**config.mk**
```make
export PLATFORM = sky130hd
export DESIGN_NAME = mux_scan_ctrl
export DESIGN_NICKNAME = d
export VERILOG_FILES = /design/src/rtl/mux_scan_pkg.sv /design/src/rtl/next_chan_find.sv /design/src/rtl/mux_scan_ctrl.sv
export SDC_FILE = /design/constraint.sdc
export NUM_CORES = 1
export LEC_CHECK = 0
export ABC_AREA = 1
export CORE_UTILIZATION = 45
export DETAILED_ROUTE_END_ITERATION = 12
export PLACE_DENSITY = 0.71
export SYNTH_ARGS = -nofsm -noshare
export SYNTH_HDL_FRONTEND = slang
export SYNTH_SLANG_ARGS = --single-unit
```
**constraint.sdc**
```tcl
create_clock -name clk -period 2.37 [get_ports clk]
set_input_delay 0.3555 -clock clk [delete_from_list [all_inputs] [get_ports clk]]
set_output_delay 0.3555 -clock clk [all_outputs]
set_load 0.05 [all_outputs]
```
**src/rtl/mux_scan_pkg.sv**
```systemverilog
// Shared constants and FSM state type for the mux scan sequencer.
package mux_scan_pkg;

  localparam int unsigned NUM_CH = 8;
  localparam int unsigned DATA_W = 8;
  localparam int unsigned CH_W   = 3;

  typedef enum logic [1:0] {
    StIdle,
    StSettle,
    StHold,
    StFin
  } state_e;

endpackage

```
**src/rtl/next_chan_find.sv**
```systemverilog
// Combinational search for the next enabled channel: lowest set mask bit above cur,
// or lowest set bit overall when first=1.
module next_chan_find
  import mux_scan_pkg::*;
(
  input  logic [NUM_CH-1:0] mask,
  input  logic [CH_W-1:0]   cur,
  input  logic              first,
  output logic [CH_W-1:0]   ch,
  output logic              found
);

  // Descending walk so the last hit (the lowest qualifying bit) wins.
  always_comb begin
    ch    = '0;
    found = 1'b0;
    for (int i = int'(NUM_CH) - 1; i >= 0; i--) begin
      if (mask[i] && (first || (i > int'(cur)))) begin
        ch    = CH_W'(i);
        found = 1'b1;
      end
    end
  end

endmodule

```
**src/rtl/mux_scan_ctrl.sv**
```systemverilog
// Scan sequencer for an 8:1 byte mux: steps sel over enabled channels, settles, captures,
// streams bytes with channel tags. Optional out_parity output under MUX_SCAN_PARITY_EN.
module mux_scan_ctrl
  import mux_scan_pkg::*;
#(
  parameter int unsigned DWELL_W = 4
) (
  input  logic               clk,
  input  logic               rst_n,
  input  logic               start,
  input  logic [NUM_CH-1:0]  mask,
  input  logic [DWELL_W-1:0] dwell,
  output logic [CH_W-1:0]    sel,
  input  logic [DATA_W-1:0]  mux_data,
  output logic [DATA_W-1:0]  out_data,
  output logic [CH_W-1:0]    out_ch,
  output logic               out_valid,
  input  logic               out_ready,
  output logic               busy,
`ifdef MUX_SCAN_PARITY_EN
  output logic               out_parity,
`endif
  output logic               done
);

  localparam int unsigned CntW = DWELL_W + 1;

  state_e             state_q, state_d;
  logic [CH_W-1:0]    sel_q, sel_d;
  logic [CntW-1:0]    cnt_q, cnt_d;
  logic [NUM_CH-1:0]  mask_q, mask_d;
  logic [DWELL_W-1:0] dwell_q, dwell_d;
  logic [DATA_W-1:0]  data_q, data_d;
  logic [CH_W-1:0]    ch_q, ch_d;
  logic               valid_q, valid_d;
  logic               busy_q, busy_d;
  logic               done_q, done_d;
`ifdef MUX_SCAN_PARITY_EN
  logic               parity_q, parity_d;
`endif

  logic              scan_idle;
  logic              launch;
  logic [NUM_CH-1:0] find_mask;
  logic [CH_W-1:0]   nxt_ch;
  logic              nxt_found;

  // FIN with done already shown is equivalent to IDLE for accepting a new start.
  assign scan_idle = (state_q == StIdle) || (state_q == StFin);
  assign launch    = start && ((state_q == StIdle) || ((state_q == StFin) && done_q));
  assign find_mask = scan_idle ? mask : mask_q;

  next_chan_find u_find (
    .mask  (find_mask),
    .cur   (sel_q),
    .first (scan_idle),
    .ch    (nxt_ch),
    .found (nxt_found)
  );

  always_comb begin
    state_d = state_q;
    sel_d   = sel_q;
    cnt_d   = cnt_q;
    mask_d  = mask_q;
    dwell_d = dwell_q;
    data_d  = data_q;
    ch_d    = ch_q;
    valid_d = valid_q;
    busy_d  = busy_q;
    done_d  = 1'b0;
`ifdef MUX_SCAN_PARITY_EN
    parity_d = parity_q;
`endif

    unique case (state_q)
      StIdle: ;
      StSettle: begin
        if (cnt_q == '0) begin
          data_d  = mux_data;
          ch_d    = sel_q;
          valid_d = 1'b1;
`ifdef MUX_SCAN_PARITY_EN
          parity_d = ^mux_data;
`endif
          state_d = StHold;
        end else begin
          cnt_d = cnt_q - CntW'(1);
        end
      end
      StHold: begin
        if (out_ready) begin
          valid_d = 1'b0;
          if (nxt_found) begin
            sel_d   = nxt_ch;
            cnt_d   = CntW'(dwell_q);
            state_d = StSettle;
          end else begin
            sel_d   = '0;
            busy_d  = 1'b0;
            done_d  = 1'b1;
            state_d = StFin;
          end
        end
      end
      StFin: begin
        // Entered straight from IDLE (empty mask): raise done one cycle later.
        if (!done_q) begin
          sel_d  = '0;
          busy_d = 1'b0;
          done_d = 1'b1;
        end else begin
          state_d = StIdle;
        end
      end
      default: state_d = StIdle;
    endcase

    // The first channel gets one extra settle cycle so capture lands at start+2+dwell.
    if (launch) begin
      mask_d  = mask;
      dwell_d = dwell;
      busy_d  = 1'b1;
      done_d  = 1'b0;
      if (nxt_found) begin
        sel_d   = nxt_ch;
        cnt_d   = CntW'(dwell) + CntW'(1);
        state_d = StSettle;
      end else begin
        state_d = StFin;
      end
    end
  end

  always_ff @(posedge clk or negedge rst_n) begin
    if (!rst_n) begin
      state_q <= StIdle;
      sel_q   <= '0;
      cnt_q   <= '0;
      mask_q  <= '0;
      dwell_q <= '0;
      data_q  <= '0;
      ch_q    <= '0;
      valid_q <= 1'b0;
      busy_q  <= 1'b0;
      done_q  <= 1'b0;
`ifdef MUX_SCAN_PARITY_EN
      parity_q <= 1'b0;
`endif
    end else begin
      state_q <= state_d;
      sel_q   <= sel_d;
      cnt_q   <= cnt_d;
      mask_q  <= mask_d;
      dwell_q <= dwell_d;
      data_q  <= data_d;
      ch_q    <= ch_d;
      valid_q <= valid_d;
      busy_q  <= busy_d;
      done_q  <= done_d;
`ifdef MUX_SCAN_PARITY_EN
      parity_q <= parity_d;
`endif
    end
  end

  assign sel       = sel_q;
  assign out_data  = data_q;
  assign out_ch    = ch_q;
  assign out_valid = valid_q;
  assign busy      = busy_q;
  assign done      = done_q;
`ifdef MUX_SCAN_PARITY_EN
  assign out_parity = parity_q;
`endif

endmodule

```
* Word-level counts from Yosys, hierarchy flattened *
Cells that the tools add are included.

storage, ports and cells
  register bits after elaboration = 36
  input port bits = 24
  output and inout bits = 17
  word-level logic and storage cells = 105

cells by class
  add/sub/neg operators = 2
  magnitude comparators = 7
  eq/ne operators = 10
  mux-type cells = 48
  reduce and logical (&&, ||, !) cells = 28

operators with widths
  cell                                                                  number
  3-bit two-way mux                                                     13
  5-bit two-way mux                                                     5
  1-bit two-way mux                                                     18
  3-bit inequality test (second input constant)                         5
  3-bit > comparator (first input constant)                             4
  1-bit logical AND                                                     10
  2-bit two-way mux                                                     5
  5-bit case mux with 2 select lines                                    1
  1-bit logical OR                                                      9
  8-bit two-way mux                                                     1
  4-bit AND reduction                                                   2
  2-bit by 3-bit > comparator with 1-bit output (first input constant)  2
  1-bit case mux with 2 select lines                                    3
  2-bit case mux with 3 select lines                                    1
  3-bit case mux with 2 select lines                                    1
  4-bit by 1-bit adder with 5-bit output (second input constant)        1
  5-bit zero test                                                       1
  5-bit by 1-bit subtractor with 5-bit output (second input constant)   1
  2-bit equality test (second input constant)                           2
  2-bit inequality test (second input constant)                         2
  4-bit nonzero test                                                    1
  1-bit by 3-bit > comparator with 1-bit output (first input constant)  1
  3-bit AND reduction                                                   1
  3-bit nonzero test                                                    1
  other kinds (4)                                                       4

* Longest topological paths before layout *
  depth in word-level cells = 17
  gate-level depth with buffers = 17

* Hierarchy *
From an unflattened synthesis, not the netlist that was laid out.

second synthesis, totals
  cells, all modules = 287
  area, all modules = 2,048.2 µm²

by module, submodules not included
  module          times used  cells an instance  area each (µm²)  sequential area each (µm²)
  mux_scan_ctrl   1           247                1,865.5          900.9
  next_chan_find  1           40                 182.7            0.0

* Worst setup path before layout *
No wires, ideal clock.

  path type = reg2reg
  start point = register state_q[0]
  end point = register busy_q (netlist: busy)
  library setup time = 0.140 ns
  arrival = 1.737 ns
  path slack = 0.493 ns
  stages on the path, launching flop included = 13
  buffers on the path = 3
  clock period less this slack = 1.877 ns
  cell sequence = dfrtp_1 -> inv_1 -> ha_1 -> buf_6 -> buf_6 -> nand4_2 -> nand2_1 -> nand2_1 -> nor2_4 -> nand2_4 -> buf_6 -> a21oi_1 -> o21ai_0

between the ends
  word-level cells in the longest chain between the ends = 14
  elaborated cells between the ends (all ways) = 38

ends and longest elaborated chain
  what                                                           line                                                           text
  from (decl)                                                    mux_scan_ctrl.sv:28                                            state_e state_q, state_d;
  from (signal assigned)                                         mux_scan_ctrl.sv:137                                           state_q <= StIdle;
  from (signal assigned)                                         mux_scan_ctrl.sv:151                                           state_q <= state_d;
  2-bit equality test / 2-bit zero test (equally long branches)  mux_scan_ctrl.sv:49, mux_scan_ctrl.sv:50, mux_scan_ctrl.sv:76
  1-bit logical OR                                               mux_scan_ctrl.sv:49                                            assign scan_idle = (state_q == StIdle) || (state_q == StFin);
  8-bit two-way mux / 1-bit logical OR (equally long branches)   mux_scan_ctrl.sv:51, next_chan_find.sv:18
  1-bit logical AND                                              next_chan_find.sv:18                                           if (mask[i] && (first || (i > int'(cur)))) begin
  1-bit two-way mux (8 in series)                                next_chan_find.sv:18
  3-bit inequality test (no line)                                n/a
  4-bit AND reduction (no line)                                  n/a
  to (signal assigned)                                           mux_scan_ctrl.sv:159                                           busy_q <= busy_d;
  to (decl)                                                      mux_scan_ctrl.sv:36                                            logic busy_q, busy_d;

Several ways; a longest one is shown, not always the timed one.
A chain may end at the register's enable or synchronous reset.

* Worst setup path after layout *
  start point = register state_q[0]
  end point = register cnt_q[2]

between the ends
  word-level cells in the longest chain between the ends = 17
  elaborated cells between the ends (all ways) = 37

ends and longest elaborated chain
  what                                                           line                                       text
  2-bit equality test / 2-bit zero test (equally long branches)  mux_scan_ctrl.sv:49, mux_scan_ctrl.sv:50
  1-bit logical OR                                               mux_scan_ctrl.sv:49
  8-bit two-way mux / 1-bit logical OR (equally long branches)   mux_scan_ctrl.sv:51, next_chan_find.sv:18
  1-bit logical AND                                              next_chan_find.sv:18
  1-bit two-way mux (8 in series)                                next_chan_find.sv:18
  5-bit two-way mux                                              mux_scan_ctrl.sv:94                        if (nxt_found) begin
  5-bit two-way mux                                              mux_scan_ctrl.sv:92                        if (out_ready) begin
  5-bit case mux with 2 select lines                             mux_scan_ctrl.sv:76                        unique case (state_q)
  5-bit two-way mux                                              mux_scan_ctrl.sv:125                       if (nxt_found) begin
  5-bit two-way mux *                                            mux_scan_ctrl.sv:120                       if (launch) begin
  named net cnt_d[2]                                             mux_scan_ctrl.sv:30                        logic [CntW-1:0] cnt_q, cnt_d;
  to (signal assigned)                                           mux_scan_ctrl.sv:153                       cnt_q <= cnt_d;
  to (decl)                                                      mux_scan_ctrl.sv:30

Mark *: on every way through the listed nets, which the timed path passes. The rest lies on a longest branch.

==> impl_results.md <==
- Cell area after technology mapping: 0.00209 mm^2
- CTS Buf Count: 5
- Post-layout minimum cycle time: 2.14 ns
- Die area: 0.00493 mm^2
- Die Y: ~70 um
- #FFs+latches synth: 35
- Fill cells: approximately 400
- Tot Pwr: 4190 uW
- Post-synthesis cell type count: 33
- Hold_buf cts: 0
- Worst-path clk slew: 0.07 ns
- Vias in the first global route: 1810
- Arrival time worst endpoint: 2.37 ns
- CORE AREA: roughly 0.0044 mm^2
- Setup Skew: 0.00644 ns
- Htree depth: 2
- Clk buf depth: 2
- Share of cells above drive strength 1: 0.139
- Crit path kind: reg2reg
- Post-Syn Instances: 258
- Sequential area share after synthesis: 0.418
- Dpl hpwl: 3390 um
- First DRT Iteration DRCs: 115
- LEAKAGE: 0.00131 uW
- Initial Util: 0.474
- Final setup viols: 0
- Worst slew margin: 0.657
- CP required: between 2 and 3 ns
- DRT Wirelength: 4720 um
- Setup TNS: 0 ns
- TritonCTS clock tree: done
- Final nets: 331
- Worst skew pair latency: 0.29 ns
- Peak VDD IR: between 0.001 and 0.0015 V
- Initial antenna violation count: 0
- Diodes inserted: 0
- Startpoint Class: register
- Crit end category: register
- Worst R2R End: cnt_q[2]
- Dpl cells: ~350
- Net count after synthesis: 288
- Slew @ Worst Pin: 0.512 ns
- DR vias: 1809
- Status: completed
- # IOs: 41
- WL per Instance: 13.3 um
- DR vias/cell: 5.11
- Max Slew Vio Count: 0
- Finished Core Util: 0.592
- Asr flop ratio synth: 1.00
- Final worst path period share: 0.904
- Area grow syn2layout: 24.9%
- Top-area cell type share of the netlist area: 0.418
- Die W: 70.2 um
- Pwr Density: 1600 mW/mm^2
- Min-delay worst type: in2async
- Avg Synthesized Cell Area: between 8 and 9 um^2
- Fin cells: 354
- Antenna viol nets, final: 0
- Top post-synthesis cells by count: nand2_1, dfrtp_1, inv_1, nand3_1
- Synth top area cells: dfrtp_1, nand2_1, mux2_2
- RSZ-0062 raised after global routing: false
- Row cnt: 24
- Final Hold Fails: 0
- Crit-path max FO: 16
- CTS root buf: clkbuf_8
- First-pass GRT wire length: ~8000 um
- Overall routing resource usage: 0.214
- DRC viols: 0
- Ys Warns: 0
- Worst R2R Path Depth: 12
- Gr ovfl total: 0
- Post-synth top area cell: dfrtp_1
- Input/output buffers: 40
- TritonCTS Sinks: 35
- Most common cell in the netlist: nand2_1
- Drt first pass iters: 4
- Number of synthesized flops with an enable pin: 0
- Largest net degree at the start of global routing: 36
- Ys flop type: dfrtp_1
- Fmax: 0.467 GHz
- Placer Congestion: 0.878
- Hold Slack: around 0.48 ns
- Postcts setup bufs: 0
- RR Startpoint: state_q[0]
- Post-cts sizing count: 0
- Maxcap violations: 0
- Flop2flop setup slack: 0.23 ns
cell type report:
cell class                      count  area [um^2]  share of cell area
Clock inverter                      1         5.00             0.00191
Sequential cell                    35          876               0.335
Inverter                           23         88.8              0.0340
Clock buffer                        7         76.3              0.0292
Timing Repair Buffer               46          445               0.170
Tap cell                           52         65.1              0.0249
Multi-Input combinational cell    190         1060               0.404
layout by cell type, fill, tap and decap left out, types with 2 or more instances in the layout:
cell type	netlist	final
a21oi_1	7	7
a22oi_2	2	2
buf_4	0	6
clkbuf_1	3	2
clkbuf_8	0	5
clkdlybuf4s50_1	0	40
dfrtp_1	35	35
ha_1	6	6
inv_1	22	22
mux2_2	11	11
nand2_1	92	92
nand2_2	3	3
nand2_4	2	2
nand3_1	22	22
nand3_2	3	3
nor2_1	10	10
nor2_4	2	2
o211ai_1	2	2
o21a_1	2	2
o21ai_0	11	11
o21ai_1	2	2
o21ai_2	2	2
xnor2_1	2	2
through the flow:
stage / setup WS [ns] / instance area (um^2)
2_1_floorplan: 0.493 / 2090
3_3_place_gp: 0.323 / 2530
3_5_place_dp: 0.250 / 2530
4_1_cts: 0.222 / 2610
5_1_grt: 0.0100 / 2610
6_report: 0.228 / 2610
registers in the layout, summed over array words and instances (netlist names):
register and flops:
dwell_q 4, cnt_q 5, mask_q 7, busy 1, state_q 2, out_ch 3, done 1, out_valid 1
out_data 8, sel 3
routing by layer:
metal  track usage  up-vias  routed length [um]
li1              -      919                   -
met2         0.345       45                2160
met1         0.281      837                2270
met5             0        -                   0
met4        0.0911        0                  72
met3        0.0390        8                 214
cell families after synthesis:
group,count (synthesis),synth area share
multiplexers,11,0.0592
flip-flops,35,0.418
AO/OA/AOI/OAI,31,0.0944
adder cells (fa/ha/maj),6,0.0359
buffers and inverters,33,0.0765
AND/OR/NAND/NOR,140,0.307
XOR/XNOR,2,0.00837
worst max-delay path, cell delays in order (launching register included):
cell     delay [ns]
dfrtp_1        0.37
inv_1          0.08
ha_1           0.35
inv_4          0.17
nor2_1         0.08
nand3_1        0.12
nand3_2        0.13
nor2_4         0.18
nand2_4        0.15
nand2_1        0.18
o21a_1         0.16
nand2_1        0.07
nand2_1        0.05
report_power, final:
group	internal [uW]	total (uW)	switching [uW]
Clock	206	420	213
Combinational	980	2680	1700
Sequential	882	1100	217
worst max path at each step:
stage / slack, ns / to / cells past startpoint / startpoint
6_report: 0.23 / cnt_q[2] / 12 / state_q[0]
5_1_grt: 0.01 / sel[2] / 12 / state_q[0]
4_1_cts: 0.22 / sel[2] / 12 / state_q[0]
3_5_place_dp: 0.25 / sel[2] / 12 / state_q[0]
3_3_place_gp: 0.32 / sel[2] / 13 / state_q[0]
2_1_floorplan: 0.49 / busy / 12 / state_q[0]
No activity file was read; power rests on OpenSTA's default activity.
==> edit: new RTL, same flow settings <==
The option `MUX_SCAN_PARITY_EN` is turned on by a define.
--- a/src/rtl/mux_scan_ctrl.sv
+++ b/src/rtl/mux_scan_ctrl.sv
@@ -1,5 +1,7 @@
 // Scan sequencer for an 8:1 byte mux: steps sel over enabled channels, settles, captures,
 // streams bytes with channel tags. Optional out_parity output under MUX_SCAN_PARITY_EN.
+`define MUX_SCAN_PARITY_EN
+
 module mux_scan_ctrl
   import mux_scan_pkg::*;
 #(
Formal check against the unedited RTL (old outputs only; new: out_parity): equivalent (Yosys induction, for registers that start in step).
==> edit against the original RTL <==
  * Sequential cell count increased by 1
  * Wire length increased by 2.8%
  * Worst setup slack got worse by 0.052 ns
  * Power increased by 7.0%
  * Count of clock-buffer cells in the layout unchanged
  * Area after synthesis increased by 6.9%
  * Worst hold slack got worse by 0.33 ns
  * First-iteration DRC count increased by 25%
  * Combinational power increased by 8.6%
  * Design area increased by 8.0%
  * Sequential power about the same
  * Die area increased by 6.7%
==> edit: results (changes against the original RTL) <==
LEAKAGE: 1.34 nW (+2.1%)
post-synth cell types: 38 (+15%)
FF-to-FF Start: state_q[0]
Syn Area/Cell: 8.35 um^2 (+2.9%)
placed cell areas: 0.00268 mm^2 (+5.7%)
Buffers on Ports: 41 (+2.5%)
Nets: 343 (+3.6%)
Finished Layout Cells: 380 (+7.3%)
sequential area share after synthesis: 40.3% (-1.6 points)
DR WL met3: 301 um (+41%)
first drt pass iteration count: 5 (+1)
met3 usage: 6.81% (+2.9 points)
dpl hpwl: 3430 um (+1.2%)
Reg2Reg Setup Slack: 0.18 ns (-0.05 ns)
pre-CTS setup slack: 0.195 ns (-0.0555 ns)
worst reg-to-reg path cell count: 16 (+4)
total number of vias: 1900 (+5.0%)
first-pass GRT wire length: 8280 um (+1.2%)
Max Clock Skew: 0.00703 ns (+0.000595 ns)
status: complete, no violations
GRT Total Usage: 20.7% (-0.65 points)
Critical Path Fanout Max: 18 (+2)
hold_ws: 0.152 ns (-0.325 ns)
FF-to-FF End: cnt_q[1]
M1 wire length: 2260 um (-0.49%)
met2 WL: 2220 um (+2.9%)
top cells by count, synth: 78 x nand2_1, 36 x dfrtp_1, 27 x inv_1, 20 x nand3_1, 20 x o21ai_0
Initial DRC Count: 144 (+25%)
largest cells by area after synthesis: dfrtp_1 40%, nand2_1 13%, inv_1 4.5%, mux2_2 4.5%, nand3_1 4.5%
normalized max-slew margin: 46.1% (-20 points)
largest net degree at the start of global routing: 37 (+2.8%)
M2 GR Usage: 30.7% (-3.8 points)
Fin. Hold Viols: 0 (unchanged)
vias in the first global route: 1745 (-3.6%)
GPL Wtd Cong: 0.867 (-1.2%)
routing usage on met1: 28.4% (+0.29 points)
Placed Cells: 368 (+6.4%)
initial core utilization: 47.1% (-0.37 points)
layout cells sized above 1: 16.3% (+2.4 points)
Max rail drop VDD: 0.839 mV (-21%)
-- edit: changes by cell type in the layout (fill, tap and decap cells not counted), moves of 3 or more --
| cell | delta |
|---|---|
| inv_1 | +5 |
| nand2_1 | -14 |
| xor2_1 | +3 |
| xnor2_1 | +5 |
| nand3_2 | +3 |
| nor2_1 | -6 |
| o21ai_0 | +9 |
-- edit: worst max-delay path by stage --
stage	from	to	slack, ns	cells past startpoint
4_1_cts	state_q[1]	cnt_q[3]	0.18	16
6_report	state_q[0]	cnt_q[1]	0.18	16
5_1_grt	state_q[0]	cnt_q[1]	-0.04	16
3_3_place_gp	state_q[1]	cnt_q[2]	0.25	13
3_5_place_dp	state_q[1]	cnt_q[3]	0.19	16
2_1_floorplan	state_q[0]	cnt_q[2]	0.51	11
-- edit: final cells by class --
cell class	instances	area, um^2
clock buffer	7	96.3
fill	452	1930
inverter	29	111
multi-input combinational	192	1150
sequential	36	901
tap	67	83.8
timing repair buffer	49	478
-- edit: cell families (layout without fill, tap and decap cells) --
family                     Yosys count  in the layout  share of synthesized area, %
DFF                                 36             36                          40.3
muxes                                9              9                          4.53
xor gates and xnor gates            10             10                          3.92
buffers and inverters               40             85                          8.78
and+or+nand+nor                    125            125                          27.3
AOI/OAI and AO/OA                   42             42                          11.9
adders and majority gates            6              6                          3.36
-- edit: power breakdown --
group	internal, mW	switching, mW
clock	0.259	0.215
combinational	1.09	1.82
sequential	0.908	0.193
total	2.26	2.23
-- edit: what timing repair did --
item / in CTS / in global routing
endpoints found under the hold margin: 0 / 0
buffers inserted: 0 / 5
gates resized for setup: 0 / 2
setup endpoints to repair: 0 / 4
hold buffers: 0 / 0
